**config.mk**
```make
export PLATFORM = sky130hd
export DESIGN_NAME = wb_ascon_stream
export DESIGN_NICKNAME = d
export VERILOG_FILES = /design/src/rtl/ascon_wb_pkg.sv /design/src/rtl/ascon_sync_fifo.sv /design/src/rtl/wb_ascon_stream.sv
export SDC_FILE = /design/constraint.sdc
export NUM_CORES = 1
export LEC_CHECK = 0
export CORE_MARGIN = 10
export CORE_UTILIZATION = 61
export DETAILED_ROUTE_END_ITERATION = 8
export DONT_BUFFER_PORTS = 1
export PLACE_DENSITY = 0.77
export REMOVE_ABC_BUFFERS = 1
export SYNTH_ARGS = -nofsm -noshare
export SYNTH_HDL_FRONTEND = slang
export SYNTH_SLANG_ARGS = --single-unit
```
**constraint.sdc**
```tcl
create_clock -name clk -period 6.4 [get_ports clk]
set_input_delay 1.28 -clock clk [delete_from_list [all_inputs] [get_ports clk]]
set_output_delay 1.28 -clock clk [all_outputs]
set_load 0.01 [all_outputs]
```
**src/rtl/ascon_wb_pkg.sv**
```systemverilog
// ascon_wb_pkg: register offsets, STATUS/CNTRL bit positions and FSM states for wb_ascon_stream
package ascon_wb_pkg;
   localparam logic [5:0] OFF_STATUS = 6'h00;
   localparam logic [5:0] OFF_CNTRL  = 6'h04;
   localparam logic [5:0] OFF_KEY0   = 6'h08;
   localparam logic [5:0] OFF_NONCE0 = 6'h18;
   localparam logic [5:0] OFF_DIN    = 6'h28;
   localparam logic [5:0] OFF_DOUT   = 6'h2C;
   localparam logic [5:0] OFF_TAG0   = 6'h30;

   localparam int ST_BUSY      = 0;
   localparam int ST_IN_FULL   = 1;
   localparam int ST_IN_EMPTY  = 2;
   localparam int ST_OUT_FULL  = 3;
   localparam int ST_OUT_EMPTY = 4;
   localparam int ST_DONE      = 5;
   localparam int ST_ERR       = 6;

   localparam int CR_START  = 0;
   localparam int CR_MODE   = 1;
   localparam int CR_IRQ_EN = 2;
   localparam int CR_CLR    = 3;

   typedef enum logic [1:0] {S_IDLE, S_RUN, S_DONE} state_t;

   function automatic logic [31:0] byte_merge(input logic [31:0] old, input logic [31:0] nw,
                                              input logic [3:0] sel);
      logic [31:0] r;
      for (int i = 0; i < 4; i++) r[8*i +: 8] = sel[i] ? nw[8*i +: 8] : old[8*i +: 8];
      return r;
   endfunction
endpackage

```
**src/rtl/ascon_sync_fifo.sv**
```systemverilog
// ascon_sync_fifo: single-clock block FIFO; a push and pop in the same cycle both take effect, even when full
module ascon_sync_fifo #(
   parameter int W     = 64,
   parameter int DEPTH = 4
) (
   input  logic         clk,
   input  logic         rst,
   input  logic         push,
   input  logic [W-1:0] wdata,
   input  logic         pop,
   output logic [W-1:0] rdata,
   output logic         full,
   output logic         empty
);
   localparam int AW = $clog2(DEPTH);
   logic [W-1:0] mem [DEPTH];
   logic [AW-1:0] wp, rp;
   logic [AW:0] cnt;
   logic do_push, do_pop;
   assign do_pop = pop & ~empty;
   assign do_push = push & (~full | do_pop);
   assign full = cnt == (AW+1)'(DEPTH);
   assign empty = cnt == '0;
   assign rdata = mem[rp];
   always_ff @(posedge clk) begin
      if (rst) begin
         wp <= '0;
         rp <= '0;
         cnt <= '0;
      end else begin
         if (do_push) wp <= wp + 1'b1;
         if (do_pop) rp <= rp + 1'b1;
         cnt <= cnt + (AW+1)'(do_push) - (AW+1)'(do_pop);
      end
   end
   always_ff @(posedge clk) if (do_push) mem[wp] <= wdata;
endmodule

```
**src/rtl/wb_ascon_stream.sv**
```systemverilog
// wb_ascon_stream: Wishbone register front-end that streams 32-bit words into/out of
// CORE_W-bit Ascon core blocks through a pair of block FIFOs
module wb_ascon_stream
   import ascon_wb_pkg::*;
#(
   parameter int CORE_W = 64,
   parameter int DEPTH  = 4
) (
   input  logic              clk,
   input  logic              RST,
   input  logic [31:0]       wb_adr_i,
   input  logic [31:0]       wb_dat_i,
   input  logic [3:0]        wb_sel_i,
   input  logic              wb_we_i,
   input  logic              wb_cyc_i,
   input  logic              wb_stb_i,
   output logic              wb_ack_o,
   output logic [31:0]       wb_dat_o,
   output logic [127:0]      key_o,
   output logic [127:0]      nonce_o,
   output logic              mode_o,
   output logic              start_o,
   output logic [CORE_W-1:0] din_o,
   output logic              din_valid_o,
   input  logic              din_ready_i,
   input  logic [CORE_W-1:0] dout_i,
   input  logic              dout_valid_i,
   output logic              dout_ready_o,
   input  logic [127:0]      tag_i,
   input  logic              tag_valid_i,
   output logic              irq_o
);
   localparam logic [1:0] LAST = 2'(CORE_W/32 - 1);
   state_t state, state_n;
   logic mode, irq_en, err, start_n;
   logic [CORE_W-1:0] in_asm, in_blk, out_q;
   logic [1:0] in_cnt, out_cnt, sub;
   logic in_full, in_empty, out_full, out_empty, in_push, in_pop, out_push, out_pop;
   logic [127:0] key, nonce, tag;
   logic [31:0] rd, status;
   logic [5:0] wa;
   logic req, wr, hit, sel_ok, lock, cntrl_wr, start_wr, clr_wr, mode_chg, key_wr, nonce_wr;
   logic din_acc, dout_acc, dout_rd, din_last, dout_ok, err_set;
   assign req = wb_cyc_i & wb_stb_i & ~wb_ack_o;
   assign wr = req & wb_we_i;
   assign hit = (wb_adr_i[31:6] == '0) & (wb_adr_i[1:0] == 2'b00);
   assign wa = {wb_adr_i[5:2], 2'b00};
   // KEY and NONCE banks both start at word index 2 mod 4, so one subtract serves both
   assign sub = wb_adr_i[3:2] - 2'd2;
   assign sel_ok = wb_sel_i == 4'hF;
   assign lock = state == S_RUN;
   assign cntrl_wr = wr & hit & (wa == OFF_CNTRL);
   assign start_wr = cntrl_wr & wb_sel_i[0] & wb_dat_i[CR_START];
   assign clr_wr = cntrl_wr & wb_sel_i[0] & wb_dat_i[CR_CLR];
   assign mode_chg = cntrl_wr & wb_sel_i[0] & (wb_dat_i[CR_MODE] != mode);
   assign key_wr = wr & hit & (wa >= OFF_KEY0) & (wa < OFF_NONCE0);
   assign nonce_wr = wr & hit & (wa >= OFF_NONCE0) & (wa < OFF_DIN);
   assign din_acc = req & hit & (wa == OFF_DIN);
   assign dout_acc = req & hit & (wa == OFF_DOUT);
   assign dout_rd = dout_acc & ~wb_we_i;
   assign din_last = din_acc & wb_we_i & sel_ok & (in_cnt == LAST);
   assign dout_ok = dout_rd & sel_ok & ~out_empty;
   assign in_pop = din_valid_o & din_ready_i;
   assign in_push = din_last & (~in_full | in_pop);
   assign out_push = dout_valid_i & dout_ready_o;
   assign out_pop = dout_ok & (out_cnt == LAST);
   assign err_set = ((din_acc | dout_acc) & ~sel_ok) | (din_last & ~in_push) |
                    (dout_rd & sel_ok & out_empty) | (lock & (key_wr | nonce_wr | mode_chg));
   assign key_o = key;
   assign nonce_o = nonce;
   assign mode_o = mode;
   assign din_valid_o = ~in_empty;
   assign dout_ready_o = ~out_full;
   assign irq_o = irq_en & ((state == S_DONE) | err);
   ascon_sync_fifo #(.W(CORE_W), .DEPTH(DEPTH)) u_in_fifo (
      .clk(clk), .rst(RST), .push(in_push), .wdata(in_blk), .pop(in_pop),
      .rdata(din_o), .full(in_full), .empty(in_empty)
   );
   ascon_sync_fifo #(.W(CORE_W), .DEPTH(DEPTH)) u_out_fifo (
      .clk(clk), .rst(RST), .push(out_push), .wdata(dout_i), .pop(out_pop),
      .rdata(out_q), .full(out_full), .empty(out_empty)
   );
   always_comb begin
      in_blk = in_asm;
      in_blk[{in_cnt, 5'd0} +: 32] = wb_dat_i;
   end
   always_comb begin
      status = '0;
      status[ST_BUSY] = state != S_IDLE;
      status[ST_IN_FULL] = in_full;
      status[ST_IN_EMPTY] = in_empty;
      status[ST_OUT_FULL] = out_full;
      status[ST_OUT_EMPTY] = out_empty;
      status[ST_DONE] = state == S_DONE;
      status[ST_ERR] = err;
   end
   always_comb begin
      rd = '0;
      if (hit) begin
         if (wa == OFF_STATUS) rd = status;
         else if (wa == OFF_CNTRL) begin
            rd[CR_MODE] = mode;
            rd[CR_IRQ_EN] = irq_en;
         end
         else if (wa < OFF_NONCE0) rd = key[{sub, 5'd0} +: 32];
         else if (wa < OFF_DIN) rd = nonce[{sub, 5'd0} +: 32];
         else if (wa == OFF_DOUT) rd = dout_ok ? out_q[{out_cnt, 5'd0} +: 32] : '0;
         else if (wa >= OFF_TAG0) rd = tag[{wb_adr_i[3:2], 5'd0} +: 32];
      end
   end
   always_comb begin
      state_n = state;
      start_n = 1'b0;
      if (lock) state_n = tag_valid_i ? S_DONE : S_RUN;
      else if (start_wr) begin
         state_n = S_RUN;
         start_n = 1'b1;
      end
      else if (clr_wr) state_n = S_IDLE;
   end
   always_ff @(posedge clk) begin
      if (RST) begin
         state <= S_IDLE;
         start_o <= 1'b0;
      end else begin
         state <= state_n;
         start_o <= start_n;
      end
   end
   always_ff @(posedge clk) begin
      if (RST) begin
         wb_ack_o <= 1'b0;
         wb_dat_o <= '0;
         key <= '0;
         nonce <= '0;
         tag <= '0;
         mode <= 1'b0;
         irq_en <= 1'b0;
         err <= 1'b0;
         in_asm <= '0;
         in_cnt <= '0;
         out_cnt <= '0;
      end else begin
         wb_ack_o <= req;
         wb_dat_o <= (req & ~wb_we_i) ? rd : '0;
         if (key_wr & ~lock)
            key[{sub, 5'd0} +: 32] <= byte_merge(key[{sub, 5'd0} +: 32], wb_dat_i, wb_sel_i);
         if (nonce_wr & ~lock)
            nonce[{sub, 5'd0} +: 32] <= byte_merge(nonce[{sub, 5'd0} +: 32], wb_dat_i, wb_sel_i);
         if (cntrl_wr & wb_sel_i[0]) begin
            irq_en <= wb_dat_i[CR_IRQ_EN];
            if (~lock) mode <= wb_dat_i[CR_MODE];
         end
         err <= (err & ~clr_wr) | err_set;
         if (lock & tag_valid_i) tag <= tag_i;
         if (din_acc & wb_we_i & sel_ok) begin
            in_asm <= in_blk;
            in_cnt <= din_last ? 2'd0 : in_cnt + 2'd1;
         end
         if (dout_ok) out_cnt <= (out_cnt == LAST) ? 2'd0 : out_cnt + 2'd1;
      end
   end
endmodule

```
Yosys cells after proc, flatten, opt, wreduce, memory -nomap -nowiden. Memory sizes are Yosys's and may differ from the RTL's. A register that Yosys moved wholly into a read port is not among the register bits. Index checks and enable logic that the tools add are counted.

Logic and storage cells: 170. Register bits: 505. Bits in latches: 0. Input port bits: 268. RAM bits: 512. Memories kept: 2. Memory bits (read-only): 0.

Memories: u_in_fifo.mem (depth 4, bits a word 64, read ports 1, clocked after memory_dff 1, wr ports 1, RTL line ascon_sync_fifo.sv:16) `logic [W-1:0] mem [DEPTH];`; u_out_fifo.mem (depth 4, bits a word 64, read ports 1, clocked after memory_dff 1, wr ports 1, RTL line ascon_sync_fifo.sv:16).

Shift operators: 9. $lt $le $gt $ge: 5. Reductions and logical operators: 11. Bitwise operators: 64. Multiplexer cells: 35. Multipliers: 0. Equality and inequality tests: 11. Div/mod/pow operators: 0. Add/subtract/negate cells: 13.

Operator list (number): $shiftx A128 B8 Y32 (3); $bwmux W128 (2); $shiftx A32 B9 Y128 (2); $mux W32 (5); $shift A32 B9 Y128 const A (1); $bwmux W64 (1); $mux W8 (8); $shift A32 B9 Y64 const A (1); $shiftx A32 B9 Y64 (1); $shiftx A64 B8 Y32 (1); $and A1 B1 Y1 (41); $logic_not A26 Y1 (1); $mux W2 (11); $neg A7 Y9 (2); $add A2 B1 Y2 const B (6); $eq A4 B4 Y1 const B (3); $not A1 Y1 (12); $or A1 B1 Y1 (11); $mux W7 (1); $add A3 B1 Y3 (2); $eq A2 B1 Y1 const B (3); $eq A3 B3 Y1 const B (2); $ge A6 B4 Y1 const B (1); $ge A6 B5 Y1 const B (1); 19 further kinds (26).

Depth between registers and ports, before layout.
Depth in word-level cells: 14. Depth in mapped cells: 14.

Hierarchy. A second synthesis with hierarchy kept.

Cell total of the unflattened synthesis: 3069. Area, all modules: 41090.7 µm².

By module, submodules not included: wb_ascon_stream (seq. area each 9829.4 µm², area an instance 21607.0 µm², times used 1, cells each 2307); ascon_sync_fifo (seq. area each 7867.5 µm², area an instance 9741.8 µm², times used 2, cells each 381).

Worst setup path after synthesis. Ideal clock, no wire load.

Path kind: input to register. From: in wb_adr_i[2]. To: mem u_in_fifo.mem[0][0] (enable). Required time: 5.971 ns. Slack: 1.081 ns. Setup time: 0.429 ns. Cell stages on the path: 11. Arrival: 4.890 ns. Cells stage by stage: buf_2 buf_2 buf_2 inv_1 ha_1 inv_1 or3_1 nor4_2 and3_1 buf_2 and2_1.

Word-level cells in the longest chain between the ends: 9.

Ends and longest elaborated chain: start: declaration (RTL line wb_ascon_stream.sv:11) `input logic [31:0] wb_adr_i,`; $eq A4 B4 Y1 (RTL line wb_ascon_stream.sv:58) `assign din_acc = req & hit & (wa == OFF_DIN);`; $and A1 B1 Y1 (RTL line wb_ascon_stream.sv:58); $and A1 B1 Y1 (3 in a row) (RTL line wb_ascon_stream.sv:61) `assign din_last = din_acc & wb_we_i & sel_ok & (in_cnt == LAST);`; $and A1 B1 Y1 (RTL line wb_ascon_stream.sv:64) `assign in_push = din_last & (~in_full | in_pop);`; $and A1 B1 Y1 (RTL line ascon_sync_fifo.sv:21) `assign do_push = push & (~full | do_pop);`; $mux W1 (RTL line ascon_sync_fifo.sv:36) `always_ff @(posedge clk) if (do_push) mem[wp] <= wdata;`; $mux W1 (implied by the code) (RTL line ascon_sync_fifo.sv:36); end: declaration (RTL line ascon_sync_fifo.sv:16).

Every way passes these cells.

Final worst setup path.
From: in wb_adr_i[20]. To: reg u_out_fifo.cnt[2].

Word-level cells in the longest chain between the ends: 13.

Ends and longest elaborated chain: $logic_not A26 Y1 * (RTL line wb_ascon_stream.sv:46) `assign hit = (wb_adr_i[31:6] == '0) & (wb_adr_i[1:0] == 2'b00);`; $and A1 B1 Y1 * (RTL line wb_ascon_stream.sv:46); $and A1 B1 Y1 * (2 in a row) (RTL line wb_ascon_stream.sv:59) `assign dout_acc = req & hit & (wa == OFF_DOUT);`; $and A1 B1 Y1 * (RTL line wb_ascon_stream.sv:60) `assign dout_rd = dout_acc & ~wb_we_i;`; $and A1 B1 Y1 * (2 in a row) (RTL line wb_ascon_stream.sv:62) `assign dout_ok = dout_rd & sel_ok & ~out_empty;`; $and A1 B1 Y1 * (RTL line wb_ascon_stream.sv:66) `assign out_pop = dout_ok & (out_cnt == LAST);`; $and A1 B1 Y1 * (RTL line ascon_sync_fifo.sv:20) `assign do_pop = pop & ~empty;`; net u_out_fifo.do_pop (RTL line ascon_sync_fifo.sv:19) `logic do_push, do_pop;`; $or A1 B1 Y1 (RTL line ascon_sync_fifo.sv:21); $and A1 B1 Y1 (RTL line ascon_sync_fifo.sv:21); $add A3 B1 Y3 (RTL line ascon_sync_fifo.sv:33) `cnt <= cnt + (AW+1)'(do_push) - (AW+1)'(do_pop);`; $sub A3 B1 Y3 * (RTL line ascon_sync_fifo.sv:33); end signal: assignment (RTL line ascon_sync_fifo.sv:33); end: declaration (RTL line ascon_sync_fifo.sv:18) `logic [AW:0] cnt;`.

Mark *: on every way through the listed nets, which the timed path passes. The rest lies on a longest branch. A chain may end at the register's enable or synchronous reset.

==> flow_summary.json <==
{
  "grt_usage": 0.317,
  "drv_cap": 0,
  "wirelength_um": 127000,
  "irDropWorstVdd_mv": 0.287,
  "hold_path.class": "flip-flop to flip-flop",
  "grt-ovfl-total": 0,
  "tightest_slew_ns": 1.33,
  "cts_resized": 0,
  "port_buffers": 0,
  "clkSlewWorstSetupHoldPaths_ns": 0.06,
  "via_count": 28300,
  "synth-xor-area-share": 0.00256,
  "clock_sinks": 1021,
  "crit_required_ns": 6.92,
  "busiest_layer": "met2",
  "grtUsageMet3": 0.129,
  "synth_top_family_by_area": "multiplexers",
  "rr_startpoint": "wb_ack_o",
  "synthFlopType": "edfxtp_1",
  "fin_crit_sh": 0.698,
  "synth_fa_ha_area_frac": 0.00737,
  "cts_max_path_buffers": 3,
  "use_met1": 0.381,
  "cts.hold.buffers_added": 0,
  "hpwl_um": 82100,
  "hold_ws_ns": 0.439,
  "seq_area_frac_synth": 0.622,
  "die_area_um2": 78100,
  "nFillCells": 4521,
  "core_um2": 66900,
  "die_h_um": 280,
  "avgViaCountPerCell": 6.88,
  "fin_worst_skew_ns": 0.0203,
  "pre_cts_slack_ns": 1.40,
  "drt-initial-drc-count": 3837,
  "synthSimpleGateAreaFrac": 0.102,
  "antenna_found_initial": 10,
  "tritoncts": "done",
  "drtAntennaViolNets": 0,
  "avgRoutedWirePerCell_um": 30.9,
  "start_util": 0.614,
  "synthCells": 3271,
  "setup_ws_ns": 1.93,
  "cts_setup_buffers": 0,
  "fp-row-count": 95,
  "synth_compound_area_frac": 0.105,
  "outcome": "finished clean",
  "critPathMaxFanout": 33,
  "hp-start": "out_cnt[1]",
  "max-slew-margin-rel": 0.108,
  "first_global_vias": 27800,
  "synth-async-reset-ratio": 0,
  "ys_seq_elements": 1021,
  "ios": 626,
  "holdPathStages": 2,
  "area_growth_pct": 9.00,
  "grt_use_met2": 0.492,
  "min_period_ns": 4.47,
  "ys_warn_count": 0,
  "r2r_cells": 13,
  "chipWidth_um": 280,
  "insertion_delay_ns": 0.66,
  "critPathArrivalTime_ns": 4.99,
  "grt_max_degree": 477,
  "synthMuxAreaShare": 0.127,
  "fmax_mhz": 224,
  "path_class": "primary input to flip-flop",
  "cp-startpoint": "wb_adr_i[20]",
  "nets": 3443,
  "numCtsBuffers": 97,
  "synth_edf_count": 512,
  "final_layout_size_suffix_gt1_frac": 0.149,
  "post-route-drc-count": 0,
  "dr.pass1.iters": 7,
  "hold_violations": 0,
  "finalSetupViolations": 0,
  "htree_num_levels": 3,
  "final_cell_mix": "edfxtp_1 (512), dfxtp_1 (505), nand2_1 (479)",
  "startpoint_type": "primary input",
  "syn-cell-area_um2": 41100,
  "leakagePower_nw": 14.7,
  "cp-end-kind": "flip-flop",
  "grt_pass1_wl_um": 185000,
  "finalMaxSlewViolations": 0,
  "rsz0062_at_grt": "no",
  "final_common_cell": "edfxtp_1",
  "synth.avg_cell_area_um2": 12.6,
  "cts-root-buf": "clkbuf_16",
  "place.gp.congestion": 0.918,
  "power.density_nw_per_um2": 311,
  "synth_cell_types": 55
}
[kinds of logic after synthesis]
logic type,after synthesis
DFF,1021
and+or+nand+nor,998
AOI/OAI and AO/OA,638
buffers and inverters,339
muxes,240
adders and majority gates,23
xor gates and xnor gates,12
[area by class of cell]
class                   count  area (um2)  share of cell area
flip-flops and latches   1021       25600               0.571
multi-input cells        1911       14300               0.319
clock buffers             134        2680              0.0598
well taps                 873        1090              0.0244
clock inverters            47         592              0.0132
inverters                  92         345             0.00771
repair buffers             29         218             0.00486
diodes                      5        12.5            0.000279
[synthesized netlist by cell type, types with 26 or more instances]
| cell type | instances | area, um2 |
|---|---|---|
| a22oi_1 | 257 | 1930 |
| clkbuf_1 | 166 | 623 |
| edfxtp_1 | 512 | 15400 |
| a21oi_1 | 139 | 696 |
| o22ai_1 | 32 | 200 |
| a311oi_1 | 58 | 508 |
| mux4_2 | 224 | 5040 |
| nor3_1 | 29 | 145 |
| buf_2 | 62 | 310 |
| o21ai_0 | 78 | 390 |
| nand2b_1 | 59 | 369 |
| a211oi_1 | 26 | 195 |
| inv_1 | 91 | 342 |
| nand2_1 | 489 | 1840 |
| dfxtp_1 | 509 | 10200 |
| nor2_1 | 352 | 1320 |
[flip-flops by register name, summed over array words and instances (netlist names), 3 cells and up, named ones only]
register / count
tag: 128
wb_dat_o: 32
u_out_fifo.mem: 256
u_out_fifo.cnt: 3
u_in_fifo.cnt: 3
key_o: 128
nonce_o: 128
u_in_fifo.mem: 256
in_asm: 64
[per-stage QoR]
| stage | utilization | cells | instance area [um2] | TNS [ns] | total power, W |
|---|---|---|---|---|---|
| floorplan | - | 3024 | 40100 | -1028.99 | 0.00794 |
| global placement | 0.620 | 3926 | 41500 | 0 | 0.00816 |
| detailed placement | 0.620 | 3926 | 41500 | 0 | 0.00820 |
| CTS | 0.669 | 4107 | 44800 | 0 | 0.0140 |
| global route | 0.669 | 4112 | 44800 | 0 | 0.0143 |
| finish | 0.669 | 4112 | 44800 | 0 | 0.0139 |
[final timing paths]
| kind | to | slack, ns |
|---|---|---|
| max | u_out_fifo.cnt[2] | 1.93 |
| min | out_cnt[1] | 0.44 |
| max reg2reg | u_out_fifo.cnt[2] | 2.77 |
| min reg2reg | out_cnt[1] | 0.44 |
[routing by layer]
| metal | wire length, um | part of all wire |
|---|---|---|
| met1 | 43300 | 0.34 |
| met2 | 58600 | 0.46 |
| met3 | 18300 | 0.14 |
| met4 | 6810 | 0.054 |
| met5 | 0 | 0 |
[report_power, final]
| part | leakage, nW | internal [W] | switching, W |
|---|---|---|---|
| clock | 1.58 | 0.00340 | 0.00248 |
| combinational | 4.04 | 0.000373 | 0.000482 |
| sequential | 9.09 | 0.00706 | 0.000147 |
| total | 14.7 | 0.0108 | 0.00311 |
[critical path, cell delays in order]
cell	delay, ns
nor4_1	0.45
nand4_1	0.56
or4b_2	0.78
buf_4	0.32
nor2_1	0.27
ha_1	0.28
inv_1	0.06
ha_1	0.13
inv_1	0.05
fa_1	0.40
xor2_1	0.16
xnor2_1	0.13
nor2_1	0.06
Power figures use the tool's default switching activity.
